<file path="src/rtl/maxpool_relu_stream_pkg.sv">
// Shared constants and types for the streaming 2x2 max-pool stage.
// Holds the fp16 constants the conv layer also relies on.
package maxpool_relu_stream_pkg;

    localparam int          DATA_WIDTH_DEF = 16;
    localparam logic [15:0] FP16_ZERO      = 16'h0000;
    localparam int          FP16_SIGN_BIT  = 15;

    // Position of the current pixel inside its 2x2 window, {row[0], col[0]}.
    typedef enum logic [1:0] {
        PH_TOP_LEFT  = 2'b00,
        PH_TOP_RIGHT = 2'b01,
        PH_BOT_LEFT  = 2'b10,
        PH_BOT_RIGHT = 2'b11
    } win_pos_e;

endpackage

</file>
<file path="src/rtl/maxpool_relu_stream_if.sv">
// Valid/ready stream bundle: a beat transfers on the rising edge where valid && ready;
// the master holds valid, data and last stable until that edge.
interface maxpool_relu_stream_if #(
    parameter int DATA_WIDTH = 16
);
    logic                  valid;
    logic                  ready;
    logic [DATA_WIDTH-1:0] data;
    logic                  last;

    modport master (output valid, output data, output last, input ready);
    modport slave  (input valid, input data, input last, output ready);
endinterface

</file>
<file path="src/rtl/maxpool_relu_stream_fp16_max.sv">
// Combinational fp16 maximum; +0 and -0 are equal and ties return operand a.
module fp16_max #(
    parameter int DATA_WIDTH = 16
) (
    input  logic [DATA_WIDTH-1:0] a_i,
    input  logic [DATA_WIDTH-1:0] b_i,
    output logic [DATA_WIDTH-1:0] y_o
);
    logic                  sign_a;
    logic                  sign_b;
    logic [DATA_WIDTH-2:0] mag_a;
    logic [DATA_WIDTH-2:0] mag_b;
    logic                  b_wins;

    assign sign_a = a_i[DATA_WIDTH-1];
    assign sign_b = b_i[DATA_WIDTH-1];
    assign mag_a  = a_i[DATA_WIDTH-2:0];
    assign mag_b  = b_i[DATA_WIDTH-2:0];

    // Non-NaN fp16 magnitudes order the same way as their unsigned bit patterns.
    always_comb begin
        b_wins = 1'b0;
        if (mag_a == '0 && mag_b == '0) begin
            b_wins = 1'b0;
        end else if (sign_a != sign_b) begin
            b_wins = sign_a;
        end else if (!sign_a) begin
            b_wins = (mag_b > mag_a);
        end else begin
            b_wins = (mag_b < mag_a);
        end
    end

    assign y_o = b_wins ? b_i : a_i;

endmodule

</file>
<file path="src/rtl/maxpool_relu_stream.sv">
// Streaming 2x2/stride-2 fp16 max-pool with raster in/out and a frame-last flag.
// Define RELU_EN to clamp negative inputs (including -0) to +0 before pooling.
module maxpool_relu_stream
    import maxpool_relu_stream_pkg::*;
#(
    parameter int DATA_WIDTH = DATA_WIDTH_DEF,
    parameter int H          = 28,
    parameter int W          = 28
) (
    input  logic                    clk,
    input  logic                    reset,
    maxpool_relu_stream_if.slave    in_i,
    maxpool_relu_stream_if.master   out_o
);
    localparam int RW = $clog2(H);
    localparam int CW = $clog2(W);
    localparam int LD = W / 2;
    localparam int LW = (LD > 1) ? $clog2(LD) : 1;

    logic [RW-1:0]         row_q, row_d;
    logic [CW-1:0]         col_q, col_d;
    logic [DATA_WIDTH-1:0] pair_q, pair_d;
    logic [DATA_WIDTH-1:0] lb_q [0:LD-1];
    logic                  out_valid_q, out_valid_d;
    logic [DATA_WIDTH-1:0] out_data_q, out_data_d;
    logic                  out_last_q, out_last_d;

    logic                  in_ready;
    logic                  xfer;
    logic                  row_last;
    logic                  col_last;
    logic [DATA_WIDTH-1:0] px;
    logic [DATA_WIDTH-1:0] h_max;
    logic [DATA_WIDTH-1:0] v_max;
    logic [LW-1:0]         lb_idx;
    win_pos_e              pos;
    logic                  unused_in_last;

    assign in_ready = !out_valid_q || out_o.ready;
    assign xfer     = in_i.valid && in_ready;
    assign row_last = (row_q == RW'(H - 1));
    assign col_last = (col_q == CW'(W - 1));
    assign lb_idx   = LW'(col_q >> 1);
    assign pos      = win_pos_e'({row_q[0], col_q[0]});

`ifdef RELU_EN
    assign px = in_i.data[FP16_SIGN_BIT] ? FP16_ZERO : in_i.data;
`else
    assign px = in_i.data;
`endif

    // Horizontal pair first, then merge with the row above held in the line buffer.
    fp16_max #(.DATA_WIDTH(DATA_WIDTH)) u_max_h (
        .a_i (pair_q),
        .b_i (px),
        .y_o (h_max)
    );

    fp16_max #(.DATA_WIDTH(DATA_WIDTH)) u_max_v (
        .a_i (lb_q[lb_idx]),
        .b_i (h_max),
        .y_o (v_max)
    );

    always_comb begin
        row_d  = row_q;
        col_d  = col_q;
        pair_d = pair_q;
        if (xfer) begin
            if (col_last) begin
                col_d = '0;
                row_d = row_last ? '0 : row_q + RW'(1);
            end else begin
                col_d = col_q + CW'(1);
            end
            if (!col_q[0]) begin
                pair_d = px;
            end
        end
    end

    // A window result may load in the same cycle the previous one pops.
    always_comb begin
        out_valid_d = out_valid_q;
        out_data_d  = out_data_q;
        out_last_d  = out_last_q;
        if (xfer && pos == PH_BOT_RIGHT) begin
            out_valid_d = 1'b1;
            out_data_d  = v_max;
            out_last_d  = row_last && col_last;
        end else if (out_valid_q && out_o.ready) begin
            out_valid_d = 1'b0;
            out_data_d  = '0;
            out_last_d  = 1'b0;
        end
    end

    always_ff @(posedge clk or negedge reset) begin
        if (!reset) begin
            row_q       <= '0;
            col_q       <= '0;
            pair_q      <= '0;
            out_valid_q <= 1'b0;
            out_data_q  <= '0;
            out_last_q  <= 1'b0;
        end else begin
            row_q       <= row_d;
            col_q       <= col_d;
            pair_q      <= pair_d;
            out_valid_q <= out_valid_d;
            out_data_q  <= out_data_d;
            out_last_q  <= out_last_d;
        end
    end

    // Every entry is written on an even row before the odd row reads it, so no reset.
    always_ff @(posedge clk) begin
        if (xfer && pos == PH_TOP_RIGHT) begin
            lb_q[lb_idx] <= h_max;
        end
    end

    assign in_i.ready  = in_ready;
    assign out_o.valid = out_valid_q;
    assign out_o.data  = out_data_q;
    assign out_o.last  = out_last_q;

    assign unused_in_last = in_i.last;

endmodule

</file>
<file path="src/flat_wrapper.sv">
// flat-port wrapper written by rule: the top's interface ports become plain ports
module maxpool_relu_stream_flat import maxpool_relu_stream_pkg::*;
#(
    parameter int DATA_WIDTH = DATA_WIDTH_DEF,
    parameter int H          = 28,
    parameter int W          = 28
)
  (clk, reset, in_i_valid, in_i_data, in_i_last, in_i_ready, out_o_valid, out_o_data, out_o_last, out_o_ready);
  maxpool_relu_stream_if #(.DATA_WIDTH(DATA_WIDTH)) in_i_i ();
  maxpool_relu_stream_if #(.DATA_WIDTH(DATA_WIDTH)) out_o_i ();
  input  logic clk;
  input  logic reset;
  input wire logic [$bits(in_i_i.valid)-1:0] in_i_valid;
  input wire logic [$bits(in_i_i.data)-1:0] in_i_data;
  input wire logic [$bits(in_i_i.last)-1:0] in_i_last;
  output wire logic [$bits(in_i_i.ready)-1:0] in_i_ready;
  output wire logic [$bits(out_o_i.valid)-1:0] out_o_valid;
  output wire logic [$bits(out_o_i.data)-1:0] out_o_data;
  output wire logic [$bits(out_o_i.last)-1:0] out_o_last;
  input wire logic [$bits(out_o_i.ready)-1:0] out_o_ready;
  assign in_i_i.valid = in_i_valid;
  assign in_i_i.data = in_i_data;
  assign in_i_i.last = in_i_last;
  assign in_i_ready = in_i_i.ready;
  assign out_o_valid = out_o_i.valid;
  assign out_o_data = out_o_i.data;
  assign out_o_last = out_o_i.last;
  assign out_o_i.ready = out_o_ready;
  maxpool_relu_stream #(.DATA_WIDTH(DATA_WIDTH), .H(H), .W(W)) u_core (.clk(clk), .reset(reset), .in_i(in_i_i), .out_o(out_o_i));
endmodule
</file>
<file path="config.mk">
export PLATFORM = sky130hd
export DESIGN_NAME = maxpool_relu_stream_flat
export DESIGN_NICKNAME = d
export VERILOG_FILES = /design/src/rtl/maxpool_relu_stream_pkg.sv /design/src/rtl/maxpool_relu_stream_if.sv /design/src/rtl/maxpool_relu_stream_fp16_max.sv /design/src/rtl/maxpool_relu_stream.sv /design/src/flat_wrapper.sv
export SDC_FILE = /design/constraint.sdc
export NUM_CORES = 1
export LEC_CHECK = 0
export BUFFER_PORTS_ARGS = -buffer_cell sky130_fd_sc_hd__buf_2
export CAP_MARGIN = 15
export CORE_ASPECT_RATIO = 0.5
export CORE_MARGIN = 4
export CORE_UTILIZATION = 60
export DETAILED_ROUTE_END_ITERATION = 6
export GPL_ROUTABILITY_DRIVEN = 0
export HOLD_SLACK_MARGIN = 0.02
export PLACE_DENSITY_LB_ADDON = 0.05
export SETUP_SLACK_MARGIN = 0.4
export SYNTH_ARGS = -nofsm -noshare
export SYNTH_HDL_FRONTEND = slang
export SYNTH_SLANG_ARGS = --single-unit
</file>
<file path="constraint.sdc">
create_clock -name clk -period 5.8 [get_ports clk]
set_input_delay 1.45 -clock clk [delete_from_list [all_inputs] [get_ports clk]]
set_output_delay 1.45 -clock clk [all_outputs]
set_load 0.01 [all_outputs]
</file>
==> impl_metrics.toml, run 1 <==
[outcome]
status = "finished clean"

[clocking]
cts.reportedPaths.clkPinSlew_ns = 0.07
cts_root_buf = "clkbuf_16"
clkLatencyLatePin_ns = 0.52
postCtsSetupBuffers = 0
postCtsHoldBufs = 0
htree_levels = 1
cts_buffer_depth = 3
cts_sinks = 268
cts_tree = "yes"
cts_buffers = 24

[final_layout]
fin_nets = 826
final_util = 0.6961
antenna_cells = 0
area_growth_pct = 12.09
drive_above_1_share = 0.2595
fin_cells = 1049

[yosys]
avgSynthCellArea_um2 = 16.42
synth_common_cells = "edfxtp_1, nand2_1, dfrtp_1"
synth_compound_area_frac = 0.06476
syn_inst = 707
syn-cell-area_um2 = 11610
muxShareOfSynthArea = 0.1354
synth-warning-count = 0
synth-seq-cells = 268
yosys.area_share.adder = 0.03448
syn_nets = 760
yosysSeqAreaShare = 0.6741
yosysMostFrequentCell = "edfxtp_1"
synth_top_family_by_area = "multiplexers"
ys_types = 57
synthXorXnorAreaFrac = 0
synth_edf_count = 224
yosys.area_share.simple = 0.06777
synthTopCellsByArea = "edfxtp_1, dfrtp_1, mux4_2"
async_reset_ff_frac = 0.1642
synth.top_cell.area_share = 0.5792
yosysTopAreaCell = "edfxtp_1"
synthFlopType = "edfxtp_1"

[routing]
ant_nets = 0
first_pass_iters = 4
dr.first_iter.drc_count = 628
post_drt_wl_per_cell_um = 24.86
dr_total_vias = 6696
drc = 0
via_per_inst = 6.383
wl_mm = 26.08

[sta]
worst_pin_slew_ns = 1.028
period_share = 0.8711
setup_tns_ns = 0
timing.final.crit_period_ns = 5.052
worst_slack_ns = 0.7477
finClkSkew_ns = 0.01017
slew_violations = 0
hold_viol_final = 0
max-slew-margin-rel = 0.3149
rsz0062_at_grt = "no"
fmax_mhz = 197.9
setup_violations = 0

[pwr]
powerDensity_nw_per_um2 = 548.4
power_mw = 7.138
ir_drop_v = 0.0003140
leakagePower_nw = 4.673

[grt]
grt_use_total = 0.2483
grt_pass1_vias = 6737
antenna_found_initial = 2
grt_pass1_wl_mm = 40.14
gr-total-overflow = 0
grt_start_max_net_pins = 45

[floorplanning]
die_w_um = 204.7
core_um2 = 18700
core.rowCount = 35
start_util = 0.6210
ios = 40
fp.dieH_um = 106.4
die-area_um2 = 21780

[place]
hpwl_mm = 16.45
place.port_buffers = 38
post-place-ws_ns = 0.1599
dp.cells = 1006

[min_path]
holdPathStages = 2
hp-class = "reg2reg"

[worst_setup_path]
path_cells = "buf_2 > ha_1 > a21oi_1 > o21ai_1 > a221oi_1 > buf_4 > a2111oi_2 > nor2_2 > buf_12 > mux2_2 > ha_1 > and3_1 > o211ai_1 > o211ai_1 > or2_2 > a22oi_2 > buf_4 > nor3_1 > a221o_1"
cpPeakStageDelay_ns = 0.38
crit_type = "in2reg"
start_kind = "input port"
worstPathRequired_ns = 6.19
path_max_fanout = 16
slowest_stage = "mux2_2"
crit_path_end_kind = "register"
worstPathArrival_ns = 5.45
reg2reg_depth = 19

[flow_run]
cap_violations = 0
[critical path: cells and delay by family]
family | cells | cell delay [ns]
buf+inv | 4 | 0.73
mux | 1 | 0.38
simple gates | 4 | 0.77
compound gates | 8 | 1.44
fa+ha+maj | 2 | 0.66
[worst paths after layout]
path	slack [ns]	start	end
min in group asynchronous	1.11	reset	u_core.out_o.last
worst max-delay path	0.75	in_i_data[10]	u_core.out_o.data[10]
worst max register to register	1.39	u_core.pair_q[10]	u_core.out_o.data[10]
max in group asynchronous	3.94	reset	u_core.col_q[1]
worst min register to register	0.50	u_core.out_o.last	u_core.out_o.last
worst min-delay path	0.50	u_core.out_o.last	u_core.out_o.last
[layout make-up]
type,count,area [um^2]
Multi-Input combinational cell,386,3513
Timing Repair Buffer,74,485.5
Tap cell,259,324.1
Fill cell,1266,5683
Inverter,19,71.32
Clock buffer,29,629.4
Clock inverter,14,160.2
Sequential cell,268,7833
[sequential cells by signal, summed over array words and instances (netlist names)]
register,count
u_core.lb_q,224
u_core.out_o.data,16
u_core.pair_q,16
u_core.col_q,5
u_core.row_q,5
u_core.out_o.last,1
u_core.out_o.valid,1
[cells in the final DEF, fill, tap and decap left out, types with 3 or more instances in the layout]
master,n
nand2b_1,3
edfxtp_1,224
o22ai_1,16
a221o_1,13
nand3_1,8
and4_1,5
nor3_1,20
mux2_2,29
buf_2,38
a21oi_1,14
nor4_1,7
clkbuf_1,4
mux4_1,12
mux2i_1,3
nand4_1,11
nand2_1,68
bufinv_16,3
a31o_2,14
o21ai_0,23
nor2_1,21
buf_4,34
a21o_1,4
clkbuf_16,24
clkinvlp_4,3
clkinv_1,4
nand3b_1,4
ha_1,32
mux4_2,36
dfrtp_1,42
inv_1,19
mux2_4,6
and2_1,3
[routing by layer]
layer	global-route usage	wire length (um)
met1	0.3911	12310
met5	0	21
met3	0.04938	2014
met2	0.3664	11170
met4	0.05112	560
[cells by family (layout without fill, tap and decap cells)]
family	count (synthesis)	after routing
AO/OA/AOI/OAI	105	105
adder cells (fa/ha/maj)	32	32
buffers and inverters	53	136
flip-flops	268	268
multiplexers	86	86
AND/OR/NAND/NOR	163	163
[stage by stage]
stage | instance area, um^2 | hold slack (ns)
floorplan | 11610 | 0.4717
global placement | 12230 | 0.4905
detailed placement | 12230 | 0.4722
CTS | 13020 | 0.4992
global route | 13020 | 0.5180
finish | 13020 | 0.5026
[power by group]
part           internal, mW  switching [mW]
logic                  1.11            1.61
clock network         0.911           0.686
registers              2.58           0.246
total                  4.60            2.54
[repair_timing]
item | 4_1_cts | 5_1_grt
gates resized for setup | 0 | 1
endpoints found under the hold margin | 0 | 0
endpoints found under the setup margin | 0 | 11
(Power assumes the default switching activity.)
==> run 2, diff against run 1 <==
--- a/config.mk
+++ b/config.mk
@@ -13,7 +13,7 @@
 export DETAILED_ROUTE_END_ITERATION = 6
 export GPL_ROUTABILITY_DRIVEN = 0
 export HOLD_SLACK_MARGIN = 0.02
-export PLACE_DENSITY_LB_ADDON = 0.05
+export PLACE_DENSITY_LB_ADDON = 0.2
 export SETUP_SLACK_MARGIN = 0.4
 export SYNTH_ARGS = -nofsm -noshare
 export SYNTH_HDL_FRONTEND = slang
==> impl_metrics.toml, run 2 (synthesis gave the netlist of run 1 again) <==
[grt]
gr-total-overflow = 0
grt_start_max_net_pins = 48
grt_pass1_vias = 6837
grt_use_total = 0.2418
antenna_found_initial = 0
grt_pass1_wl_mm = 39.96

[worst_setup_path]
cpPeakStageDelay_ns = 0.38
worstPathRequired_ns = 6.19
worstPathArrival_ns = 5.48
path_common_cell = "a21oi_1"
path_cells = "buf_2 > ha_1 > a21oi_1 > a21oi_1 > o31ai_1 > a2111oi_2 > nor2_2 > buf_12 > mux2_2 > ha_1 > and4_1 > a21oi_1 > o211ai_1 > or2_2 > a22oi_2 > buf_4 > nor3_1 > a221o_1"
reg2reg_slack_ns = 1.30
path_delay_family = "compound AO/OA/AOI/OAI gates"
path_max_fanout = 16
slowest_stage = "o31ai_1"
crit_path_end_kind = "register"
crit_type = "in2reg"
path_buf_inv = 3
start_kind = "input port"

[clocking]
cts_buffers = 24
cts_buffer_depth = 3
postCtsHoldBufs = 0
cts.reportedPaths.clkPinSlew_ns = 0.06
clkLatencyLatePin_ns = 0.52
cts_tree = "yes"
cts_root_buf = "clkbuf_16"
htree_levels = 1
cts_sinks = 268

[floorplanning]
core.rowCount = 35
core_um2 = 18700
start_util = 0.6210
ios = 40
die_w_um = 204.7
fp.dieH_um = 106.4
die-area_um2 = 21780

[final_layout]
n_fill_cell = 1244
top_register = "u_core.lb_q"
fin_nets = 826
final_common_cell = "edfxtp_1"
area_growth_pct = 11.43
final_cell_mix = "edfxtp_1, nand2_1, dfrtp_1, buf_2, mux4_2"
final_util = 0.6920
largest_reg_flops = 224
antenna_cells = 0
drive_above_1_share = 0.2516

[routing]
first_pass_iters = 5
dr.first_iter.drc_count = 799
drc = 0
ant_nets = 0
via_per_inst = 6.474
post_drt_wl_per_cell_um = 24.58
wl_mm = 25.81
dr_total_vias = 6798

[outcome]
status = "finished clean"

[place]
place.port_buffers = 38
hpwl_mm = 16.39

[sta]
max-slew-margin-rel = 0.3203
period_share = 0.8785
hold_viol_final = 0
setup_violations = 0
finClkSkew_ns = 0.01747
slew_violations = 0
worst_pin_slew_ns = 1.020
fmax_mhz = 196.3
timing.final.crit_period_ns = 5.096
setup_tns_ns = 0
rsz0062_at_grt = "no"

[pwr]
powerDensity_nw_per_um2 = 540.9
leakagePower_nw = 4.642
ir_drop_v = 0.0003737
power_mw = 6.999

[min_path]
hp-class = "reg2reg"

[flow_run]
cap_violations = 0
[run 2: cell count changes in the layout (fill, tap and decap cells not counted), moves of 2 or more]
cell / before / now
clkbuf_1: 4 / 9
bufinv_16: 3 / 0
clkinvlp_4: 3 / 0
clkinv_1: 4 / 6
[run 2: final timing paths]
check,startpoint,endpoint,cells past startpoint
min in group asynchronous,reset,u_core.row_q[4],1
setup reg to reg,u_core.col_q[1],u_core.out_o.data[6],13
hold reg to reg,u_core.out_o.last,u_core.out_o.last,2
hold / removal,u_core.out_o.last,u_core.out_o.last,2
setup / recovery,in_i_data[2],u_core.out_o.data[6],18
max in group asynchronous,reset,u_core.col_q[1],1
[run 2: repair_timing]
action	in CTS	in global routing
gates resized for setup	0	1
setup buffers	0	0
endpoints found under the setup margin	0	6
hold endpoints to repair	0	0
[run 2: layout make-up]
cell class,instances,area [um^2],area share
clock inverters,8,43.79,0.003384
well taps,259,324.1,0.02504
repair buffers,74,485.5,0.03752
inverters,19,71.32,0.005512
flip-flops and latches,268,7833,0.6053
clock buffers,36,669.4,0.05173
multi-input cells,386,3513,0.2715
[run 2: tightest hold or removal path, delay by kind of cell, from the launching register on]
kind | cells | cell delay (ns)
simple gates | 1 | 0.05
compound gates | 1 | 0.06
flops | 1 | 0.35
[run 2: power breakdown]
| part | switching (mW) | internal (mW) | leakage (nW) |
|---|---|---|---|
| sequential | 0.267 | 2.58 | 2.59 |
| clock | 0.657 | 0.799 | 0.346 |
| combinational | 1.59 | 1.11 | 1.71 |
| total | 2.51 | 4.49 | 4.64 |
[run 2: stage by stage]
| stage | setup slack [ns] | instances | instance area, um^2 | hold slack [ns] |
|---|---|---|---|---|
| 3_3_place_gp | 0.2446 | 1006 | 12230 | 0.4636 |
| 2_1_floorplan | 0.4567 | 707 | 11610 | 0.4717 |
| 5_1_grt | 0.5070 | 1050 | 12940 | 0.5225 |
| 4_1_cts | 0.6581 | 1050 | 12940 | 0.4958 |
| 6_report | 0.7045 | 1050 | 12940 | 0.4997 |
| 3_5_place_dp | 0.1233 | 1006 | 12230 | 0.4812 |
[run 2: per-layer routing]
metal	track usage	wire length [um]	vias up
li1	-	-	2968
met1	0.3885	11660	3485
met2	0.3574	11540	310
met3	0.04267	2250	35
met4	0.04013	354	0
met5	0	0	-
